**config.mk**
```make
export PLATFORM = sky130hd
export DESIGN_NAME = bnn_input_loader_flat
export DESIGN_NICKNAME = d
export VERILOG_FILES = /design/src/rtl/bnn_input_loader_if.sv /design/src/rtl/bnn_input_loader.sv /design/src/flat_wrapper.sv
export SDC_FILE = /design/constraint.sdc
export NUM_CORES = 2
export LEC_CHECK = 0
export BUFFER_PORTS_ARGS = -buffer_cell sky130_fd_sc_hd__buf_2
export CAP_MARGIN = 20
export CORE_MARGIN = 10
export CORE_UTILIZATION = 28
export CTS_CLUSTER_SIZE = 14
export DETAILED_ROUTE_END_ITERATION = 7
export PLACE_DENSITY = 0.45
export SLEW_MARGIN = 20
export SYNTH_ARGS = -nofsm -noshare
export SYNTH_HDL_FRONTEND = slang
export SYNTH_SLANG_ARGS = --single-unit
```
**constraint.sdc**
```tcl
create_clock -name clk -period 66.5 [get_ports clk]
set_input_delay 6.65 -clock clk [delete_from_list [all_inputs] [get_ports clk]]
set_output_delay 6.65 -clock clk [all_outputs]
set_load 0.02 [all_outputs]
```
**src/rtl/bnn_input_loader_if.sv**
```systemverilog
// Byte-port / array bus between the chip I/O side and the input loader.
//   state      : top FSM state (s_IDLE=0, s_LOAD=1, s_LAYER_1=2, ...)
//   data_in    : byte from the I/O port, qualified by data_valid
//   ready      : loader accepts a byte this cycle
//   pixels     : binary image, pixels[row][col]
//   weights    : first-layer kernel bits, weights[r][c][k]
//   load_done  : full image and kernel captured
//   checksum   : XOR of all bytes accepted in the current load
interface bnn_input_loader_if #(
    parameter int IMG_DIM = 28,
    parameter int BUS_W   = 8
);
    logic [2:0]                       state;
    logic [BUS_W-1:0]                 data_in;
    logic                             data_valid;
    logic                             ready;
    logic [IMG_DIM-1:0][IMG_DIM-1:0]  pixels;
    logic [2:0][2:0][7:0]             weights;
    logic                             load_done;
    logic [7:0]                       checksum;

    modport master (
        output state, data_in, data_valid,
        input  ready, pixels, weights, load_done, checksum
    );

    modport slave (
        input  state, data_in, data_valid,
        output ready, pixels, weights, load_done, checksum
    );
endinterface

```
**src/rtl/bnn_input_loader.sv**
```systemverilog
// Byte-serial loader for the binary image and first-layer kernel.
// While the top FSM sits in s_LOAD it accepts 9 kernel bytes followed by
// IMG_DIM*IMG_DIM/8 pixel bytes (LSB first, row-major), then raises
// load_done. Arrays are held after the load for the layer to consume.
// Ports:
//   clk  : system clock, rising edge
//   rst  : asynchronous, active-high reset
//   bus  : bnn_input_loader_if.slave (state, data_in/data_valid in;
//          ready, pixels, weights, load_done, checksum out)
module bnn_input_loader #(
    parameter int IMG_DIM     = 28,
    parameter int N_WGT_BYTES = 9,
    parameter int BUS_W       = 8
) (
    input  logic               clk,
    input  logic               rst,
    bnn_input_loader_if.slave  bus
);
    localparam int NPIX_BYTES = IMG_DIM * IMG_DIM / BUS_W;
    localparam int CNT_W      = $clog2(NPIX_BYTES > N_WGT_BYTES ? NPIX_BYTES : N_WGT_BYTES);
    localparam int RC_W       = $clog2(IMG_DIM);
    localparam logic [2:0] S_LOAD = 3'd1;

    typedef enum logic [1:0] {L_IDLE, L_WEIGHTS, L_PIXELS, L_DONE} lstate_t;

    lstate_t                         st, nxt;
    logic [CNT_W-1:0]                cnt;
    logic [RC_W-1:0]                 row, col;
    logic [1:0]                      wr, wc;
    logic [IMG_DIM-1:0][IMG_DIM-1:0] pix_q;
    logic [2:0][2:0][7:0]            wgt_q;
    logic [7:0]                      csum_q;
    logic                            ready, load_done;
    logic                            in_load, accept;
    logic                            last_w, last_p;

    // Target row/col for each bit of the current byte; entry BUS_W is the
    // start position of the next byte. A byte spans at most one row wrap
    // since BUS_W < IMG_DIM, so a compare-and-subtract replaces a divider.
    logic [RC_W-1:0] bit_row [BUS_W+1];
    logic [RC_W-1:0] bit_col [BUS_W+1];

    assign in_load = (bus.state == S_LOAD);
    assign accept  = ready & bus.data_valid & in_load;
    assign last_w  = (cnt == CNT_W'(N_WGT_BYTES - 1));
    assign last_p  = (cnt == CNT_W'(NPIX_BYTES - 1));

    // ---------------- FSM: state register ----------------
    always_ff @(posedge clk or posedge rst) begin
        if (rst) st <= L_IDLE;
        else     st <= nxt;
    end

    // ---------------- FSM: next state ----------------
    always_comb begin
        nxt = st;
        if (!in_load) begin
            nxt = L_IDLE;               // leaving s_LOAD always wins
        end else begin
            case (st)
                L_IDLE:    nxt = L_WEIGHTS;
                L_WEIGHTS: if (accept && last_w) nxt = L_PIXELS;
                L_PIXELS:  if (accept && last_p) nxt = L_DONE;
                L_DONE:    nxt = L_DONE;
                default:   nxt = L_IDLE;
            endcase
        end
    end

    // ---------------- FSM: outputs (state decode only) ----------------
    always_comb begin
        ready     = 1'b0;
        load_done = 1'b0;
        case (st)
            L_WEIGHTS, L_PIXELS: ready     = 1'b1;
            L_DONE:              load_done = 1'b1;
            default: ;
        endcase
    end

    // ---------------- bit placement ----------------
    always_comb begin
        bit_row = '{default: '0};
        bit_col = '{default: '0};
        for (int i = 0; i <= BUS_W; i++) begin
            if ({1'b0, col} + (RC_W+1)'(i) >= (RC_W+1)'(IMG_DIM)) begin
                bit_col[i] = RC_W'({1'b0, col} + (RC_W+1)'(i) - (RC_W+1)'(IMG_DIM));
                bit_row[i] = row + 1'b1;
            end else begin
                bit_col[i] = RC_W'({1'b0, col} + (RC_W+1)'(i));
                bit_row[i] = row;
            end
        end
    end

    // ---------------- datapath ----------------
    always_ff @(posedge clk or posedge rst) begin
        if (rst) begin
            cnt    <= '0;
            row    <= '0;
            col    <= '0;
            wr     <= '0;
            wc     <= '0;
            pix_q  <= '0;
            wgt_q  <= '0;
            csum_q <= '0;
        end else if (!in_load) begin
            // abort / out of load: position state cleared, arrays and checksum held
            cnt <= '0;
            row <= '0;
            col <= '0;
            wr  <= '0;
            wc  <= '0;
        end else if (st == L_IDLE) begin
            cnt    <= '0;
            row    <= '0;
            col    <= '0;
            wr     <= '0;
            wc     <= '0;
            csum_q <= '0;
        end else if (accept) begin
            csum_q <= csum_q ^ bus.data_in;
            if (st == L_WEIGHTS) begin
                wgt_q[wr][wc] <= bus.data_in;
                if (last_w) begin
                    cnt <= '0;
                end else begin
                    cnt <= cnt + 1'b1;
                end
                if (wc == 2'd2) begin
                    wc <= '0;
                    wr <= wr + 1'b1;
                end else begin
                    wc <= wc + 1'b1;
                end
            end else begin
                for (int i = 0; i < BUS_W; i++)
                    pix_q[bit_row[i]][bit_col[i]] <= bus.data_in[i];
                cnt <= cnt + 1'b1;
                row <= bit_row[BUS_W];
                col <= bit_col[BUS_W];
            end
        end
    end

    assign bus.ready     = ready;
    assign bus.load_done = load_done;
    assign bus.pixels    = pix_q;
    assign bus.weights   = wgt_q;
    assign bus.checksum  = csum_q;
endmodule

```
**src/flat_wrapper.sv**
```systemverilog
// flat-port wrapper written by rule: the top's interface ports become plain ports
module bnn_input_loader_flat 
#(
    parameter int IMG_DIM     = 28,
    parameter int N_WGT_BYTES = 9,
    parameter int BUS_W       = 8
)
  (clk, rst, bus_state, bus_data_in, bus_data_valid, bus_ready, bus_pixels, bus_weights, bus_load_done, bus_checksum);
  bnn_input_loader_if #(.IMG_DIM(IMG_DIM), .BUS_W(BUS_W)) bus_i ();
  input  logic clk;
  input  logic rst;
  input wire logic [$bits(bus_i.state)-1:0] bus_state;
  input wire logic [$bits(bus_i.data_in)-1:0] bus_data_in;
  input wire logic [$bits(bus_i.data_valid)-1:0] bus_data_valid;
  output wire logic [$bits(bus_i.ready)-1:0] bus_ready;
  output wire logic [$bits(bus_i.pixels)-1:0] bus_pixels;
  output wire logic [$bits(bus_i.weights)-1:0] bus_weights;
  output wire logic [$bits(bus_i.load_done)-1:0] bus_load_done;
  output wire logic [$bits(bus_i.checksum)-1:0] bus_checksum;
  assign bus_i.state = bus_state;
  assign bus_i.data_in = bus_data_in;
  assign bus_i.data_valid = bus_data_valid;
  assign bus_ready = bus_i.ready;
  assign bus_pixels = bus_i.pixels;
  assign bus_weights = bus_i.weights;
  assign bus_load_done = bus_i.load_done;
  assign bus_checksum = bus_i.checksum;
  bnn_input_loader #(.IMG_DIM(IMG_DIM), .N_WGT_BYTES(N_WGT_BYTES), .BUS_W(BUS_W)) u_core (.clk(clk), .rst(rst), .bus(bus_i));
endmodule
```
==> report_table.html <==
<table>
<tr><th>Metric</th><th>Value</th></tr>
<tr><th colspan="2">Outcome</th></tr>
<tr><td>Outcome</td><td>finished with violations</td></tr>
<tr><td>Violated checks</td><td>DRC</td></tr>
<tr><th colspan="2">Place</th></tr>
<tr><td>Port bufs</td><td>879</td></tr>
<tr><td>Estimated wirelength of the detail-placed design</td><td>328000 um</td></tr>
<tr><td>Gp weighted congestion</td><td>between 1 and 1.5</td></tr>
<tr><td>Number of placed instances, taps included</td><td>between 9k and 10k</td></tr>
<tr><th colspan="2">Synth</th></tr>
<tr><td>Sequential share of the synthesized area</td><td>0.414</td></tr>
<tr><td>Mean area per synthesized cell</td><td>8.53 um^2</td></tr>
<tr><td>Register bit total from synthesis</td><td>885</td></tr>
<tr><td>Most common flop cell mapped by yosys</td><td>sky130_fd_sc_hd__dfrtp_1</td></tr>
<tr><td>Count of distinct cell types in the synthesized netlist</td><td>111</td></tr>
<tr><td>FFs w/ async S/R, synth</td><td>1.00</td></tr>
<tr><td>Top post-synthesis cells by area</td><td>sky130_fd_sc_hd__dfrtp_1 (41%), sky130_fd_sc_hd__o22ai_1 (8.3%), sky130_fd_sc_hd__a21oi_1 (6.6%)</td></tr>
<tr><td>Top-area cell type share of the netlist area</td><td>0.414</td></tr>
<tr><td>Gate count of the mapped netlist</td><td>between 6k and 7k</td></tr>
<tr><td>Post-Syn Area</td><td>53500 um^2</td></tr>
<tr><td>Number of enable-type register cells in the synthesized netlist</td><td>0</td></tr>
<tr><td>Synth Warn #</td><td>0</td></tr>
<tr><td>Cell taking the most area after synthesis</td><td>sky130_fd_sc_hd__dfrtp_1</td></tr>
<tr><td>Total nets after synthesis</td><td>6312</td></tr>
<tr><th colspan="2">STA</th></tr>
<tr><td>Final setup TNS</td><td>0 ns</td></tr>
<tr><td>Share of the clock period used by the worst path</td><td>0.155</td></tr>
<tr><td>Final setup viols</td><td>0</td></tr>
<tr><td>Pins over their slew limit</td><td>0</td></tr>
<tr><td>RSZ-0062 raised after global routing</td><td>no</td></tr>
<tr><td>Final critical-path required period</td><td>10.31 ns</td></tr>
<tr><td>F_max</td><td>0.0970 GHz</td></tr>
<tr><td>Setup skew after layout</td><td>roughly 0.07 ns</td></tr>
<tr><td>Max_slew headroom</td><td>0.0856</td></tr>
<tr><td>Actual transition at the worst max-transition pin</td><td>1.36 ns</td></tr>
<tr><td>Hold Violations, Final</td><td>0</td></tr>
<tr><th colspan="2">Power and ir drop</th></tr>
<tr><td>Peak VDD IR</td><td>0.0000208 V</td></tr>
<tr><td>P_leak</td><td>0.0271 uW</td></tr>
<tr><td>Power per standard cell area</td><td>18.8 nW/um^2</td></tr>
<tr><th colspan="2">Die</th></tr>
<tr><td>Placeable Area</td><td>190000 um^2</td></tr>
<tr><td>Y dimension of the die</td><td>457 um</td></tr>
<tr><td>I/O pin total</td><td>880</td></tr>
<tr><td>Starting Density</td><td>0.281</td></tr>
<tr><td>Die outline area</td><td>209000 um^2</td></tr>
<tr><td>Die width</td><td>around 460 um</td></tr>
<tr><td>Number of rows in the core area</td><td>between 150 and 200</td></tr>
<tr><th colspan="2">Layout</th></tr>
<tr><td>Layout cells sized above 1</td><td>0.245</td></tr>
<tr><td>Layout overhead on the synthesized area</td><td>21.9%</td></tr>
<tr><td>Post-layout net count</td><td>7034</td></tr>
<tr><td>Non-Filler Instances</td><td>9635</td></tr>
<tr><td>Most frequent cells in the layout</td><td>sky130_fd_sc_hd__dfrtp_1 (882), sky130_fd_sc_hd__buf_2 (878), sky130_fd_sc_hd__o22ai_1 (707)</td></tr>
<tr><td>Most frequent standard cell in the layout excluding fill and tap cells</td><td>sky130_fd_sc_hd__dfrtp_1</td></tr>
<tr><th colspan="2">Min path</th></tr>
<tr><td>Startpoint of the most critical hold path</td><td>u_core.bus.weights[54]$_DFFE_PP0P_</td></tr>
<tr><td>Cell depth of the worst hold path</td><td>2</td></tr>
<tr><td>Min-Delay Endpoint</td><td>u_core.bus.weights[54]$_DFFE_PP0P_</td></tr>
<tr><td>Hold Crit Class</td><td>reg -&gt; reg</td></tr>
<tr><th colspan="2">Detailed routing</th></tr>
<tr><td>Detailed-route DRC error count</td><td>12</td></tr>
<tr><td>Number of vias per cell</td><td>6.92</td></tr>
<tr><td>Number of vias after detailed routing</td><td>66.7k</td></tr>
<tr><td>Final routed wire length divided by cell count</td><td>46.7 um</td></tr>
<tr><td>Starting DRT DRC Count</td><td>11.2k</td></tr>
<tr><td>Count of TritonRoute iterations in the first routing pass</td><td>8</td></tr>
<tr><td>Remaining antenna violation count</td><td>0</td></tr>
<tr><td>Detailed-route wire length</td><td>450000 um</td></tr>
<tr><th colspan="2">Global route</th></tr>
<tr><td>Pin count of the biggest net entering global routing</td><td>around 160</td></tr>
<tr><td>Aggregate global-route resource usage</td><td>0.408</td></tr>
<tr><td>Initial antenna violation count</td><td>between 50 and 60</td></tr>
<tr><td>Global-route wire length before repair</td><td>roughly 590000 um</td></tr>
<tr><td>Grt ovf</td><td>0</td></tr>
<tr><td>Vias in the first global route</td><td>61.8k</td></tr>
<tr><th colspan="2">Clock tree</th></tr>
<tr><td>Root buffer selected by CTS</td><td>sky130_fd_sc_hd__clkbuf_16</td></tr>
<tr><td>Clock Sinks</td><td>885</td></tr>
<tr><td>Clock transition at the registers of the reported paths</td><td>0.06 ns</td></tr>
<tr><td>CTS H-Tree Depth</td><td>3</td></tr>
<tr><td>Worst-skew pair later-pin latency</td><td>0.83 ns</td></tr>
<tr><td>Resized cells post-CTS</td><td>0</td></tr>
<tr><td>CTS hold repair buffers</td><td>0</td></tr>
<tr><td>CTS Buffer Depth</td><td>3</td></tr>
<tr><td>TritonCTS clock tree</td><td>built</td></tr>
<tr><td>Number of buffers inserted during clock tree synthesis</td><td>roughly 110</td></tr>
<tr><td>Post-CTS setup buffers</td><td>0</td></tr>
<tr><th colspan="2">Setup path</th></tr>
<tr><td>List of cells traversed by the critical path</td><td>buf_2 -&gt; or3b_1 -&gt; nor4_2 -&gt; buf_12 -&gt; buf_4 -&gt; buf_4 -&gt; buf_4 -&gt; nand3_1 -&gt; o22ai_1 -&gt; a21oi_1</td></tr>
<tr><td>Worst path required time</td><td>between 60 and 70 ns</td></tr>
<tr><td>Largest incremental delay on the critical path</td><td>0.78 ns</td></tr>
<tr><td>Worst setup path startpoint</td><td>bus_state[1]</td></tr>
<tr><td>Data arrival time of the critical path</td><td>about 11 ns</td></tr>
<tr><td>Reg-to-Reg Start</td><td>u_core.col[2]$_DFFE_PP0P_</td></tr>
<tr><td>Critical Path Fanout Max</td><td>92</td></tr>
<tr><td>Most prevalent standard cell on the critical path</td><td>sky130_fd_sc_hd__buf_4</td></tr>
<tr><td>Worst path slowest cell</td><td>sky130_fd_sc_hd__buf_4</td></tr>
<tr><td>Critical R2R Capture</td><td>u_core.bus.pixels[77]$_DFFE_PP0P_</td></tr>
<tr><td>Crit Path Category</td><td>in -&gt; reg</td></tr>
<tr><td>Number of cells traversed by the worst register-to-register path</td><td>13</td></tr>
<tr><td>Crit end category</td><td>flop</td></tr>
<tr><td>Critical Path Start Type</td><td>input port</td></tr>
<tr><td>Reg2Reg Setup Slack</td><td>59.87 ns</td></tr>
<tr><th colspan="2">Job</th></tr>
<tr><td>Total of max-cap violations</td><td>0</td></tr>
</table>
-- power by group --
group | leakage, uW | switching [uW] | total (uW) | internal, uW
combinational | 0.0130 | 31.3 | 37.0 | 5.66
clock | 0.00182 | 280 | 650 | 370
sequential | 0.0123 | 1.02 | 541 | 540
-- per-stage QoR --
stage / cell area (um^2) / hold WS (ns) / worst slack [ns] / total power (uW) / utilization
after global placement: 61200 / 0.460 / 55.54 / 586 / 0.322
after detailed placement: 61300 / 0.465 / 55.53 / 586 / 0.322
after floorplan: 53500 / 0.501 / 34.97 / 570 / -
after CTS: 65000 / 0.479 / 56.36 / 1230 / 0.342
after global routing: 65100 / 0.497 / 56.14 / 1250 / 0.342
final: 65200 / 0.475 / 56.19 / 1230 / 0.343
-- synth_stat cells, types with 12 or more instances --
cell type,instances
sky130_fd_sc_hd__dfrtp_1,885
sky130_fd_sc_hd__o22ai_1,709
sky130_fd_sc_hd__a21oi_1,705
sky130_fd_sc_hd__nand2_1,663
sky130_fd_sc_hd__nor2_1,616
sky130_fd_sc_hd__clkbuf_1,330
sky130_fd_sc_hd__o21ai_0,240
sky130_fd_sc_hd__nor3_1,200
sky130_fd_sc_hd__mux2_2,184
sky130_fd_sc_hd__nand3_1,179
sky130_fd_sc_hd__buf_2,166
sky130_fd_sc_hd__a211oi_1,124
sky130_fd_sc_hd__a31oi_1,118
sky130_fd_sc_hd__mux2i_1,117
sky130_fd_sc_hd__o32ai_1,114
sky130_fd_sc_hd__a221oi_1,78
sky130_fd_sc_hd__o31ai_1,61
sky130_fd_sc_hd__o22a_1,36
sky130_fd_sc_hd__nand2b_1,32
sky130_fd_sc_hd__a21o_1,30
sky130_fd_sc_hd__and2_1,30
sky130_fd_sc_hd__o221ai_1,30
sky130_fd_sc_hd__nor4_1,28
sky130_fd_sc_hd__inv_1,26
sky130_fd_sc_hd__o21a_1,26
sky130_fd_sc_hd__a311oi_1,23
sky130_fd_sc_hd__o21ai_1,22
sky130_fd_sc_hd__buf_4,21
sky130_fd_sc_hd__ha_1,21
sky130_fd_sc_hd__buf_1,20
sky130_fd_sc_hd__or3_1,20
sky130_fd_sc_hd__nand4_1,19
sky130_fd_sc_hd__nor2b_1,18
sky130_fd_sc_hd__a22o_1,17
sky130_fd_sc_hd__o221a_2,17
sky130_fd_sc_hd__o211ai_1,16
sky130_fd_sc_hd__a22oi_1,15
sky130_fd_sc_hd__a2bb2oi_1,15
sky130_fd_sc_hd__nor2_2,15
sky130_fd_sc_hd__nor3_2,15
sky130_fd_sc_hd__o32a_1,15
sky130_fd_sc_hd__and3_1,14
sky130_fd_sc_hd__xnor2_1,13
sky130_fd_sc_hd__a32oi_1,12
-- final cells by class --
class                   instances  area, um^2
fillers                     20200      125000
multi-input cells            4811       29400
flip-flops and latches        885       22200
repair buffers               1152        6560
clock buffers                 170        3390
well taps                    2511        3140
clock inverters                27         314
inverters                      34         135
diodes                         45         113
-- flip-flops by register name, indices dropped and copies added (netlist names) --
register	count
u_core.bus.pixels	784
u_core.wc	2
u_core.bus.checksum	8
u_core.row	5
u_core.cnt	7
u_core.st	2
u_core.col	3
u_core.bus.weights	72
u_core.wr	2
-- critical path: cells and delay by family --
kind            cells  cell delay, ns
simple gates        3            1.24
compound gates      2            0.39
buf+inv             5            2.50
-- worst max path at each step --
stage                                         end  slack (ns)  depth (start not counted)
3_5_place_dp   u_core.bus.pixels[295]$_DFFE_PP0P_       55.53                         11
2_1_floorplan  u_core.bus.checksum[0]$_DFFE_PP0P_       34.97                          1
4_1_cts         u_core.bus.pixels[91]$_DFFE_PP0P_       56.36                         12
5_1_grt        u_core.bus.pixels[295]$_DFFE_PP0P_       56.14                         11
3_3_place_gp   u_core.bus.pixels[315]$_DFFE_PP0P_       55.54                         12
6_report       u_core.bus.pixels[658]$_DFFE_PP0P_       56.19                         10
-- metal layers --
layer,wire length [um],track usage
met1,160000,0.480
met2,180000,0.572
met3,60300,0.164
met4,49600,0.355
met5,310,0
-- cells by family after synthesis --
| group | after synthesis | synth area share |
|---|---|---|
| DFF | 885 | 0.414 |
| adders and majority gates | 22 | 0.00528 |
| muxes | 304 | 0.0615 |
| xor gates and xnor gates | 26 | 0.00465 |
| and+or+nand+nor | 1917 | 0.160 |
| buffers and inverters | 580 | 0.0472 |
| AOI/OAI and AO/OA | 2542 | 0.307 |
(Power assumes the default switching activity.)
